**config.mk**
```make
export PLATFORM = sky130hd
export DESIGN_NAME = addsub_pipe
export DESIGN_NICKNAME = d
export VERILOG_FILES = /design/src/rtl/addsub_pipe.sv
export SDC_FILE = /design/constraint.sdc
export NUM_CORES = 1
export LEC_CHECK = 0
export ABC_AREA = 1
export BUFFER_PORTS_ARGS = -buffer_cell sky130_fd_sc_hd__buf_2
export CORE_MARGIN = 10
export CORE_UTILIZATION = 57
export DETAILED_ROUTE_END_ITERATION = 7
export GPL_TIMING_DRIVEN = 0
export MAX_ROUTING_LAYER = met4
export PLACE_DENSITY = 0.77
export SYNTH_ARGS = -nofsm -noshare
export SYNTH_HDL_FRONTEND = slang
export SYNTH_SLANG_ARGS = --single-unit
```
**constraint.sdc**
```tcl
create_clock -name clk -period 2.12 [get_ports clk]
set_input_delay 0 -clock clk [delete_from_list [all_inputs] [get_ports clk]]
set_output_delay 0 -clock clk [all_outputs]
set_load 0.05 [all_outputs]
```
**src/rtl/addsub_pipe.sv**
```systemverilog
// Pipelined two's-complement adder/subtractor: the carry chain is cut into
// CHUNK-bit slices, one slice resolved per stage, with valid/ready on both sides.
module addsub_pipe #(
    parameter int WIDTH = 16,
    parameter int CHUNK = 4
) (
    input  logic             clk,
    input  logic             rst_n,
    input  logic             in_valid,
    output logic             in_ready,
    input  logic [WIDTH-1:0] a,
    input  logic [WIDTH-1:0] b,
    input  logic             sub,
    output logic             out_valid,
    input  logic             out_ready,
    output logic [WIDTH-1:0] result,
    output logic             cout,
    output logic             overflow,
    output logic             zero,
    output logic             neg
);
    localparam int STAGES = WIDTH / CHUNK;
    localparam int LAST   = STAGES - 1;
    localparam int MSB    = WIDTH - 1;

    // Handshake: a beat moves when valid && ready on the same rising edge.
    // The whole pipeline advances unless a held output is not being taken.
    logic             vld_q [STAGES];
    logic             vld_d [STAGES];
    logic [WIDTH-1:0] opa_q [STAGES];
    logic [WIDTH-1:0] opa_d [STAGES];
    logic [WIDTH-1:0] opb_q [STAGES];
    logic [WIDTH-1:0] opb_d [STAGES];
    logic [WIDTH-1:0] sum_q [STAGES];
    logic [WIDTH-1:0] sum_d [STAGES];
    logic             cry_q [STAGES];
    logic             cry_d [STAGES];
    logic             ovf_q, ovf_d;
    logic             zero_q, zero_d;
    logic             neg_q, neg_d;
    logic             advance;
    logic [CHUNK:0]   slice;

    assign advance  = !(vld_q[LAST] && !out_ready);
    assign in_ready = advance;

    always_comb begin
        opa_d[0] = a;
        opb_d[0] = b ^ {WIDTH{sub}};
        vld_d[0] = in_valid;
        slice    = {1'b0, a[CHUNK-1:0]} + {1'b0, opb_d[0][CHUNK-1:0]}
                 + {{CHUNK{1'b0}}, sub};
        sum_d[0] = '0;
        sum_d[0][CHUNK-1:0] = slice[CHUNK-1:0];
        cry_d[0] = slice[CHUNK];
        for (int k = 1; k < STAGES; k++) begin
            opa_d[k] = opa_q[k-1];
            opb_d[k] = opb_q[k-1];
            vld_d[k] = vld_q[k-1];
            slice    = {1'b0, opa_q[k-1][k*CHUNK +: CHUNK]}
                     + {1'b0, opb_q[k-1][k*CHUNK +: CHUNK]}
                     + {{CHUNK{1'b0}}, cry_q[k-1]};
            sum_d[k] = sum_q[k-1];
            sum_d[k][k*CHUNK +: CHUNK] = slice[CHUNK-1:0];
            cry_d[k] = slice[CHUNK];
        end
        ovf_d  = (opa_d[LAST][MSB] == opb_d[LAST][MSB]) &&
                 (sum_d[LAST][MSB] != opa_d[LAST][MSB]);
        zero_d = ~|sum_d[LAST];
        neg_d  = sum_d[LAST][MSB];
    end

    always_ff @(posedge clk or negedge rst_n) begin
        if (!rst_n) begin
            for (int k = 0; k < STAGES; k++) begin
                vld_q[k] <= 1'b0;
                opa_q[k] <= '0;
                opb_q[k] <= '0;
                sum_q[k] <= '0;
                cry_q[k] <= 1'b0;
            end
            ovf_q  <= 1'b0;
            zero_q <= 1'b0;
            neg_q  <= 1'b0;
        end else if (advance) begin
            for (int k = 0; k < LAST; k++) begin
                vld_q[k] <= vld_d[k];
                opa_q[k] <= opa_d[k];
                opb_q[k] <= opb_d[k];
                sum_q[k] <= sum_d[k];
                cry_q[k] <= cry_d[k];
            end
            vld_q[LAST] <= vld_d[LAST];
            // Output data holds across bubbles so it only moves with a real beat.
            if (vld_d[LAST]) begin
                opa_q[LAST] <= opa_d[LAST];
                opb_q[LAST] <= opb_d[LAST];
                sum_q[LAST] <= sum_d[LAST];
                cry_q[LAST] <= cry_d[LAST];
                ovf_q       <= ovf_d;
                zero_q      <= zero_d;
                neg_q       <= neg_d;
            end
        end
    end

    assign out_valid = vld_q[LAST];
    assign result    = sum_q[LAST];
    assign cout      = cry_q[LAST];
    assign overflow  = ovf_q;
    assign zero      = zero_q;
    assign neg       = neg_q;

endmodule

```
# Yosys cells after proc, flatten, opt, wreduce, memory -nomap -nowiden
# Cells that the tools add are included.
# totals
regBits,147
in_bits,37
out_inout_bits,22
elab_cells,40
# op_classes
add_sub_neg,8
eq_ne,2
n_bitwise,2
reduce_logical,7
# op_table
cell,n
adder 4 x 4 -> 5 bit,4
adder 5 x 1 -> 5 bit,4
OR reduction 16 bit,1
bitwise XOR 16 bit,1
logical NOT 1 bit,3
logical AND 1 bit,2
AND reduction 2 bit,1
== test 1 bit,1
inequality test 1 bit,1
NOT 1 bit,1

# Longest topological paths before layout
# Gate-level depths: netlist of run 1.
# depth
depth_word,4
ltp_mapped,11
mapped_depth_nobuf,9

# Worst setup path after synthesis of run 1
# No wires, ideal clock.
# synth_path
kind,reg2reg
startpoint,"register opa_q, in the netlist opa_d[12]"
endpoint,register zero_q (netlist: zero)
setup_ps,66
t_arrival_ps,1722
required_ps,2054
slack_ps,332
stages_incl_launch_ff,10
n_path_buf,0
synth_period_minus_slack_ps,1788
path_cell_list,dfrtp_1 -> fa_1 -> fa_1 -> nor2_1 -> nand2_1 -> nor2_1 -> nand2_1 -> nor2_1 -> nand2_1 -> nand2_1
# synth_between
elab_chain_len,4
# synth_rtl
element,line,rtl
start: declaration,30,logic [WIDTH-1:0] opa_q [STAGES];
start signal: indexed assignment,88,opa_q[k] <= opa_d[k];
start signal: indexed assignment,96,opa_q[LAST] <= opa_d[LAST];
adder 4 x 4 -> 5 bit,61,"+ {1'b0, opb_q[k-1][k*CHUNK +: CHUNK]}"
adder 5 x 1 -> 5 bit,62,"+ {{CHUNK{1'b0}}, cry_q[k-1]};"
via slice[1],42,logic [CHUNK:0] slice;
OR reduction 16 bit,69,zero_d = ~|sum_d[LAST];
logical NOT 1 bit,69,
end signal: assignment,101,zero_q <= zero_d;
end: declaration,39,"logic zero_q, zero_d;"
# The timed path passes the listed nets, and every way through them passes these cells.
# A chain may end at the register's enable or synchronous reset.

# Worst setup path after layout of run 1
# Ends and elaborated chain as after synthesis.

==> results of run 1 <==
-- cells in the mapped netlist, types with 7 or more instances --
cell	instances
inv_1	32
nand2_1	195
xnor2_1	12
o21ai_0	44
buf_2	10
a21oi_1	8
nand3_1	10
nor2_1	15
o21ai_1	14
dfrtp_1	98
ha_1	12
fa_1	7
-- routing by layer --
layer	global-route usage (%)	up-vias	routed length, um
li1	-	1708	-
met1	22.2	1635	4310
met2	28.0	118	4640
met3	3.65	17	602
met4	8.68	0	184
met5	-	-	0
-- what timing repair did --
item	4_1_cts	5_1_grt
resized for setup	0	1
setup endpoints to repair	0	1
hold buffers	30	0
endpoints found under the hold margin	71	0
-- registers in the layout, indices dropped and copies added (netlist names) --
signal     count
overflow       1
sum_d         24
vld_d          3
cry_q          3
cout           1
out_valid      1
opb_d         24
opa_d         24
result        16
zero           1
-- critical path, delay by kind of cell, from the launching register on --
| kind | cells | cell delay [ps] |
|---|---|---|
| and+or+nand+nor | 7 | 580 |
| DFF | 1 | 420 |
| adders and majority gates | 2 | 870 |
-- worst max-delay path by stage --
stage / start / to / slack [ps] / depth (start not counted)
after floorplan: opa_d[12]$_DFFE_PN0N_ / zero$_DFFE_PN0P_ / 330 / 9
after global placement: rst_n / result[12]$_DFFE_PN0P_ / 150 / 1
after detailed placement: opa_d[12]$_DFFE_PN0N_ / zero$_DFFE_PN0P_ / 180 / 9
after CTS: opa_d[12]$_DFFE_PN0N_ / zero$_DFFE_PN0P_ / 150 / 9
after global routing: opa_d[12]$_DFFE_PN0N_ / zero$_DFFE_PN0P_ / 30 / 9
final: opa_d[12]$_DFFE_PN0N_ / zero$_DFFE_PN0P_ / 190 / 9
-- kinds of logic after synthesis --
group,count (synthesis),share of synthesized area [%]
AO/OA/AOI/OAI,68,7.81
XOR/XNOR,17,3.38
adder cells (fa/ha/maj),19,6.59
buffers and inverters,55,5.99
flip-flops,98,55.7
AND/OR/NAND/NOR,226,20.6
-- through the flow --
step / setup WS (ps) / power (mW) / hold WS [ps]
2_1_floorplan: 332 / 5.56 / -296
3_3_place_gp: 146 / 6.32 / 195
3_5_place_dp: 177 / 6.52 / 36.6
4_1_cts: 146 / 7.77 / 1.94
5_1_grt: 30.1 / 8.36 / 39.7
6_report: 193 / 7.75 / 2.91
-- power by group --
group	total, mW	internal (mW)	switching [mW]
Combinational	3.40	1.13	2.27
Clock	1.20	0.548	0.648
Sequential	3.16	2.67	0.483
-- final cells by class --
| type | count | area [sq um] | area share, % |
|---|---|---|---|
| buffer | 21 | 136 | 2.55 |
| clock buffer | 10 | 128 | 2.39 |
| clock inverter | 6 | 65.1 | 1.22 |
| inverter | 34 | 128 | 2.39 |
| multi-input combinational | 330 | 1690 | 31.7 |
| sequential | 98 | 2450 | 45.9 |
| tap | 99 | 124 | 2.32 |
| timing repair buffer | 88 | 616 | 11.5 |
==> metrics, run 1 <==
post-synth top area share 55.7%; CTS Buffer Depth 2; Final setup viols 0; Hold Path Class in -> reg; Setup Fix Bufs, Post-CTS 0; Post-Syn Nets 539; commonest non-fill, non-tap cell in the layout nand2_1; post-synthesis sequential area ratio 55.7%; CP endpoint kind flip-flop; VDD IR max 0.589 mV; io pins 59; drt first pass iters 4; Final ANT Viol Nets 0; clock sink total 98; most frequent CP cell nand2_1; hpwl dp 7030 um; Hold Path End opb_d[47]$_DFFE_PN0N_; crit path cell chain fa_2 -> fa_1 -> nor2_1 -> nand2_1 -> nor2_1 -> nand2_1 -> nor2_1 -> nand2_1 -> nand2_1; via count of the first global-routing pass 3585; first-pass GRT wire length 16500 um; CTS buffer count 9; Worst Reg-to-Reg Cells 9; reg-to-reg startpoint opa_d[12]$_DFFE_PN0N_; final core utilization 72.5%; H-tree levels 3; die area 11600 sq um; Critical Path Source Type flip-flop; Worst EP arrival 2240 ps; area of the mapped netlist 4410 sq um; Root Buffer clkbuf_8; drt total wl 9740 um; Yosys reg bits 98; Wirelength per Cell 14.2 um; Cell Rows 31; largest net degree at the start of global routing 54; Crit Path Max Fanout 2; Slew Limit Fails 0; placed inst area 4840 sq um; skew final 7.48 ps; clock latency on the worst-skew pair 370 ps; # placed instances 640; Syn Inst Count 483; Worst-path clk slew 90 ps; # DRC 0; Synth area leader dfrtp_1; Initial Util 59.8%; minimum clock period 1930 ps; fill cell count 580; diodes inserted 0; layout cells sized above 1 16.4%; DRT iter0 DRCs 147; filler-free cell count of the finished design 686; power density over the cells 1450 nW/um^2; RSZ-0062 raised after global routing no; Core ar. 7370 sq um; CTS tree built; initial antenna violation count 0; Hold Crit Start sub; NumNets Final 638; area added between synthesis and finish 21.2%; CP Data Required Time 2430 ps; Lkg Pwr 2.78 nW; grt total ovfl 0; setup TNS 0 ps; Vias 3478; RePlAce Congestion 0.870; syn_area_per_cell 9.12 sq um; EDFF count, synth 0; Fmax achieved 519 MHz; R2R Setup Slk 190 ps; Hold Crit Depth 3; YS warnings 0; max cap viols 0; Worst path max stage delay 460 ps; Finished Cell Area 5340 sq um; ys flop type dfrtp_1; commonest cells after routing, fill and taps aside 195 x nand2_1, 98 x dfrtp_1, 66 x buf_2; Die Span X 108 um; final period utilization 90.9%; capturing point of the worst reg2reg path zero$_DFFE_PN0P_; Via-to-Cell Ratio 5.07; status completed; Slowest-stage cell, CP fa_1; Setup CP Type reg -> reg; ys async rst share 100%; Cell variety after synth 23; I/O Buffers 57; worst-margin pin slew 580 ps; Tot GR Track Use 18.1%; main area contributors after synthesis dfrtp_1 56%, nand2_1 17%, o21ai_0 5.0%, ha_1 3.4%, fa_1 3.2%; die height 108 um; Final Hold Viols 0; Max-slew headroom 61.3%
No activity file was read; power rests on OpenSTA's default activity.
==> inputs of run 2 (changes only) <==
CORE_MARGIN = unset   (was 10)
==> run 2 against run 1 <==
Effect of this change:
- setup slack worse by 4.3 ps
- sequential share of layout area is 0.52 points lower
- register-to-register slack hardly changed
- count of clock-buffer cells in the layout is 2 higher
- final cell count is 0.15% higher
- final area is 1.1% higher
- wire length is 6.4% lower
- flip-flop and latch count stayed put
- power is 2.4% higher
- worst hold slack better by 1.1 ps
- global-route usage is 8.4 points higher
==> metrics, run 2 (synthesis results as in run 1) <==
Clock Power Share 18.1%; Final setup viols 0; Place WS 172 ps; minimum clock period 1930 ps; CP Data Required Time 2430 ps; Max-slew headroom 60.2%; RSZ-0062 raised after global routing no; Slew Limit Fails 0; first-pass GRT wire length 16200 um; Fmax achieved 518 MHz; met3 Use GR 3.13%; clock sink total 98; Slowest-stage cell, CP fa_1; Setup Fix Bufs, Post-CTS 0; Buf/Inv on CP 0; Initial Util 59.8%; # placed instances 640; NumNets Final 639; I/O Buffers 57; setup TNS 0 ps; placed inst area 4840 sq um; met1 Track Usage GR 33.4%; status completed; H-tree levels 3; Final ANT Viol Nets 0; Worst EP arrival 2240 ps; worst-margin pin slew 596 ps; io pins 59; sw frac 41.8%; max cap viols 0; Worst path max stage delay 460 ps; # DRC 0; Crit Path Max Fanout 2; Cell Rows 31; CTS tree built; crit path cell chain fa_2 -> fa_1 -> nor2_1 -> nand2_1 -> nor2_1 -> nand2_1 -> nor2_1 -> nand2_1 -> nand2_1; Via-to-Cell Ratio 5.04; diodes inserted 0; Net Sw Power 3.32 mW; clock latency on the worst-skew pair 360 ps; Final Hold Viols 0; R2R Setup Slk 190 ps; CTS Buffer Depth 2; die area 8080 sq um; skew final 6.34 ps; largest net degree at the start of global routing 54; Hold Path Class in -> reg; final period utilization 91.1%; CP top delay family adder cells; filler-free cell count of the finished design 687; global route hottest layer met2; Wirelength per Cell 13.3 um; commonest non-fill, non-tap cell in the layout nand2_1; CTS buffer count 9; Worst-path clk slew 90 ps; DRT iter0 DRCs 151; most frequent CP cell nand2_1; drt total wl 9110 um; Tot GR Track Use 26.5%; via count of the first global-routing pass 3538; CP endpoint kind flip-flop; Finished Cell Area 5400 sq um; hpwl dp 6210 um; Vias 3462; Lkg Pwr 2.80 nW; Power, Total 7.94 mW; Setup CP Type reg -> reg; power density over the cells 1470 nW/um^2; internal power 4.62 mW; met2 Use GR 43.7%; final core utilization 73.3%; power share of the combinational group 42.4%; VDD IR max 0.592 mV; initial antenna violation count 0; post-route setup slack 188 ps; die height 89.9 um; grt total ovfl 0; Hold WS 4.01 ps; Die Span X 89.9 um; area added between synthesis and finish 22.6%; RePlAce Congestion 0.839; sequential share of power 39.5%; Critical Path Source Type flip-flop; Core ar. 7370 sq um; drt first pass iters 5; commonest cells after routing, fill and taps aside 195 x nand2_1, 98 x dfrtp_1, 66 x buf_2; layout cells sized above 1 16.2%; Root Buffer clkbuf_8
-- run 2: cell types whose count changed in the layout (fill, tap and decap cells not counted), sizes merged --
cell / previous run / this run
clkinv: 3 / 1
dlygate4sd3: 30 / 31
clkbuf: 13 / 15
clkinvlp: 1 / 0
inv: 35 / 34
bufinv: 1 / 3
-- run 2: power groups by stage --
stage	Sequential [mW]	Combinational, mW	Clock (mW)
floorplan	3.64	1.92	0
global placement	3.13	3.16	0
detailed placement	3.16	3.28	0
CTS	3.12	3.37	1.46
global route	3.23	3.80	1.53
finish	3.14	3.37	1.43
-- run 2: path summary, 6_finish.rpt --
| kind | start | endpoint | cells past startpoint |
|---|---|---|---|
| worst min-delay path | sub | opb_d[37]$_DFFE_PN0N_ | 3 |
| max in group asynchronous | rst_n | opa_d[25]$_DFFE_PN0N_ | 3 |
| worst max register to register | opa_d[12]$_DFFE_PN0N_ | zero$_DFFE_PN0P_ | 9 |
| min in group asynchronous | rst_n | opb_d[36]$_DFFE_PN0N_ | 2 |
| worst max-delay path | opa_d[12]$_DFFE_PN0N_ | zero$_DFFE_PN0P_ | 9 |
| worst min register to register | opb_d[40]$_DFFE_PN0N_ | opb_d[24]$_DFFE_PN0N_ | 2 |
-- run 2: what timing repair did --
| action | in CTS | in global routing |
|---|---|---|
| hold endpoints to repair | 71 | 0 |
| setup endpoints to repair | 0 | 1 |
| gates resized for setup | 0 | 1 |
| hold buffers | 31 | 0 |
-- run 2: area by class of cell --
| class | count | area [sq um] |
|---|---|---|
| Buffer | 21 | 136 |
| Clock buffer | 12 | 145 |
| Clock inverter | 4 | 98.8 |
| Fill cell | 528 | 1970 |
| Inverter | 34 | 128 |
| Multi-Input combinational cell | 330 | 1690 |
| Sequential cell | 98 | 2450 |
| Tap cell | 99 | 124 |
| Timing Repair Buffer | 89 | 626 |
-- run 2: tightest hold or removal path, cell delays in order --
cell and delay (ps):
buf_4 140, xnor2_1 130, o21ai_0 60
-- run 2: per-layer routing --
metal,up-vias,part of all wire [%]
li1,1707,-
met1,1651,46
met2,93,49
met3,11,3.8
met4,0,1.4
met5,-,0
==> inputs of run 3 (changes only) <==
CORE_MARGIN = 3   (was unset)
clock period = 2 ns   (was 2.12 ns; I/O delays follow)
==> run 3 against run 2 <==
Effect of this change:
- global-route usage decreased by 2.4 points
- clock skew increased by 0.85 ps
- worst hold slack improved by 1.4 ps
- critical path type unchanged
==> metrics, run 3 (synthesis results as in run 1) <==
status completed; setup TNS 0 ps; layout cells sized above 1 16.6%; Die Span X 93.9 um; io pins 59; # placed instances 640; Core ar. 7370 sq um; CTS Buffer Depth 2; CTS buffer count 9; power share of the combinational group 42.5%; die height 93.9 um; Clock Power Share 18.0%; RSZ-0062 raised after global routing no; Slew Limit Fails 0; CP endpoint kind flip-flop; reg-to-reg startpoint opa_d[12]$_DFFE_PN0N_; sw frac 42.1%; die area 8820 sq um; Final setup viols 0; capturing point of the worst reg2reg path zero$_DFFE_PN0P_; Worst Reg-to-Reg Cells 9; initial antenna violation count 0; minimum clock period 1920 ps; Final ANT Viol Nets 0; R2R Setup Slk 80 ps; VDD IR max 0.720 mV; Finished Cell Area 5380 sq um; Hold WS 5.37 ps; Crit Path Max Fanout 2; Vias 3462; drt total wl 9320 um; Setup CP Type reg -> reg; Hold Path Class in -> reg; Hold Crit Start sub; NumNets Final 637; Lkg Pwr 2.79 nW; Worst-path clk slew 90 ps; internal power 4.88 mW; max cap viols 0; Cell Rows 31; hpwl dp 6440 um; Worst EP arrival 2230 ps; sequential share of power 39.5%; clock sink total 98; placed inst area 4840 sq um; diodes inserted 0; Max-slew headroom 59.7%; final period utilization 95.8%; DRT iter0 DRCs 165; commonest non-fill, non-tap cell in the layout nand2_1; H-tree levels 3; first-pass GRT wire length 16000 um; area added between synthesis and finish 22.2%; Final Hold Viols 0; largest net degree at the start of global routing 52; RePlAce Congestion 0.885; I/O Buffers 57; worst-margin pin slew 605 ps; commonest cells after routing, fill and taps aside 195 x nand2_1, 98 x dfrtp_1, 66 x buf_2; skew final 7.19 ps; filler-free cell count of the finished design 685; power density over the cells 1570 nW/um^2; Critical Path Source Type flip-flop; drt first pass iters 4; Setup Fix Bufs, Post-CTS 0; Tot GR Track Use 24.0%; Net Sw Power 3.55 mW; Root Buffer clkbuf_8; Hold Crit Depth 3; Fmax achieved 522 MHz; CP Data Required Time 2310 ps; clock latency on the worst-skew pair 360 ps; Initial Util 59.8%; Via-to-Cell Ratio 5.05; CTS tree built; grt total ovfl 0; Hold Path End opb_d[38]$_DFFE_PN0N_; Wirelength per Cell 13.6 um; # DRC 0; via count of the first global-routing pass 3448
run 3: changes by cell type in the layout (fill, tap and decap cells not counted):
cell / before / now
nor2_1: 15 / 14
nor2_2: 0 / 1
clkbuf_8: 10 / 9
clkinvlp_4: 0 / 1
clkbuf_1: 5 / 4
dlygate4sd3_1: 31 / 29
clkinv_4: 1 / 2
run 3: how the worst max path moves through the flow:
stage	startpoint	to	slack, ps	depth (start not counted)
CTS	opa_d[12]$_DFFE_PN0N_	zero$_DFFE_PN0P_	40	9
global placement	rst_n	opb_d[37]$_DFFE_PN0N_	30	1
global route	opa_d[12]$_DFFE_PN0N_	zero$_DFFE_PN0P_	10	9
detailed placement	opa_d[12]$_DFFE_PN0N_	zero$_DFFE_PN0P_	60	9
floorplan	opa_d[12]$_DFFE_PN0N_	zero$_DFFE_PN0P_	210	9
finish	opa_d[12]$_DFFE_PN0N_	zero$_DFFE_PN0P_	80	9
run 3: critical path, cell delays in order (launching register included):
cell,delay (ps)
dfrtp_1,410
fa_2,410
fa_1,480
nor2_2,150
nand2_1,60
nor2_1,100
nand2_1,60
nor2_1,90
nand2_1,60
nand2_1,50
run 3: area by class of cell:
type / instances / area, sq um
Clock inverter: 6 / 115
Sequential cell: 98 / 2450
Inverter: 34 / 128
Fill cell: 564 / 1990
Multi-Input combinational cell: 330 / 1690
Buffer: 21 / 136
Clock buffer: 10 / 128
Tap cell: 99 / 124
Timing Repair Buffer: 87 / 606
run 3: routing by layer:
layer  global-route usage (%)  share of wire, %
met5                        -                 0
met4                     9.87               2.1
met3                     3.69               4.3
met2                     38.7                49
met1                     30.8                45
run 3: timing repair:
action                     in CTS  in global routing
hold endpoints to repair       73                  0
setup endpoints to repair       0                  1
gates resized for setup         0                  2
hold buffers                   29                  0
run 3: per-stage QoR:
step	setup WS, ps	util [%]	total power [mW]
2_1_floorplan	212	-	5.90
3_3_place_gp	25.5	65.3	6.68
3_5_place_dp	64.8	65.7	6.86
4_1_cts	37.9	73.0	8.42
5_1_grt	11.9	73.0	9.09
6_report	84.6	73.0	8.43
run 3: power by group through the flow:
stage | Clock, mW | Combinational, mW | Sequential [mW]
after global routing | 1.62 | 4.04 | 3.43
after global placement | 0 | 3.36 | 3.31
after floorplan | 0 | 2.04 | 3.86
after CTS | 1.53 | 3.57 | 3.33
after detailed placement | 0 | 3.50 | 3.36
final | 1.52 | 3.58 | 3.33
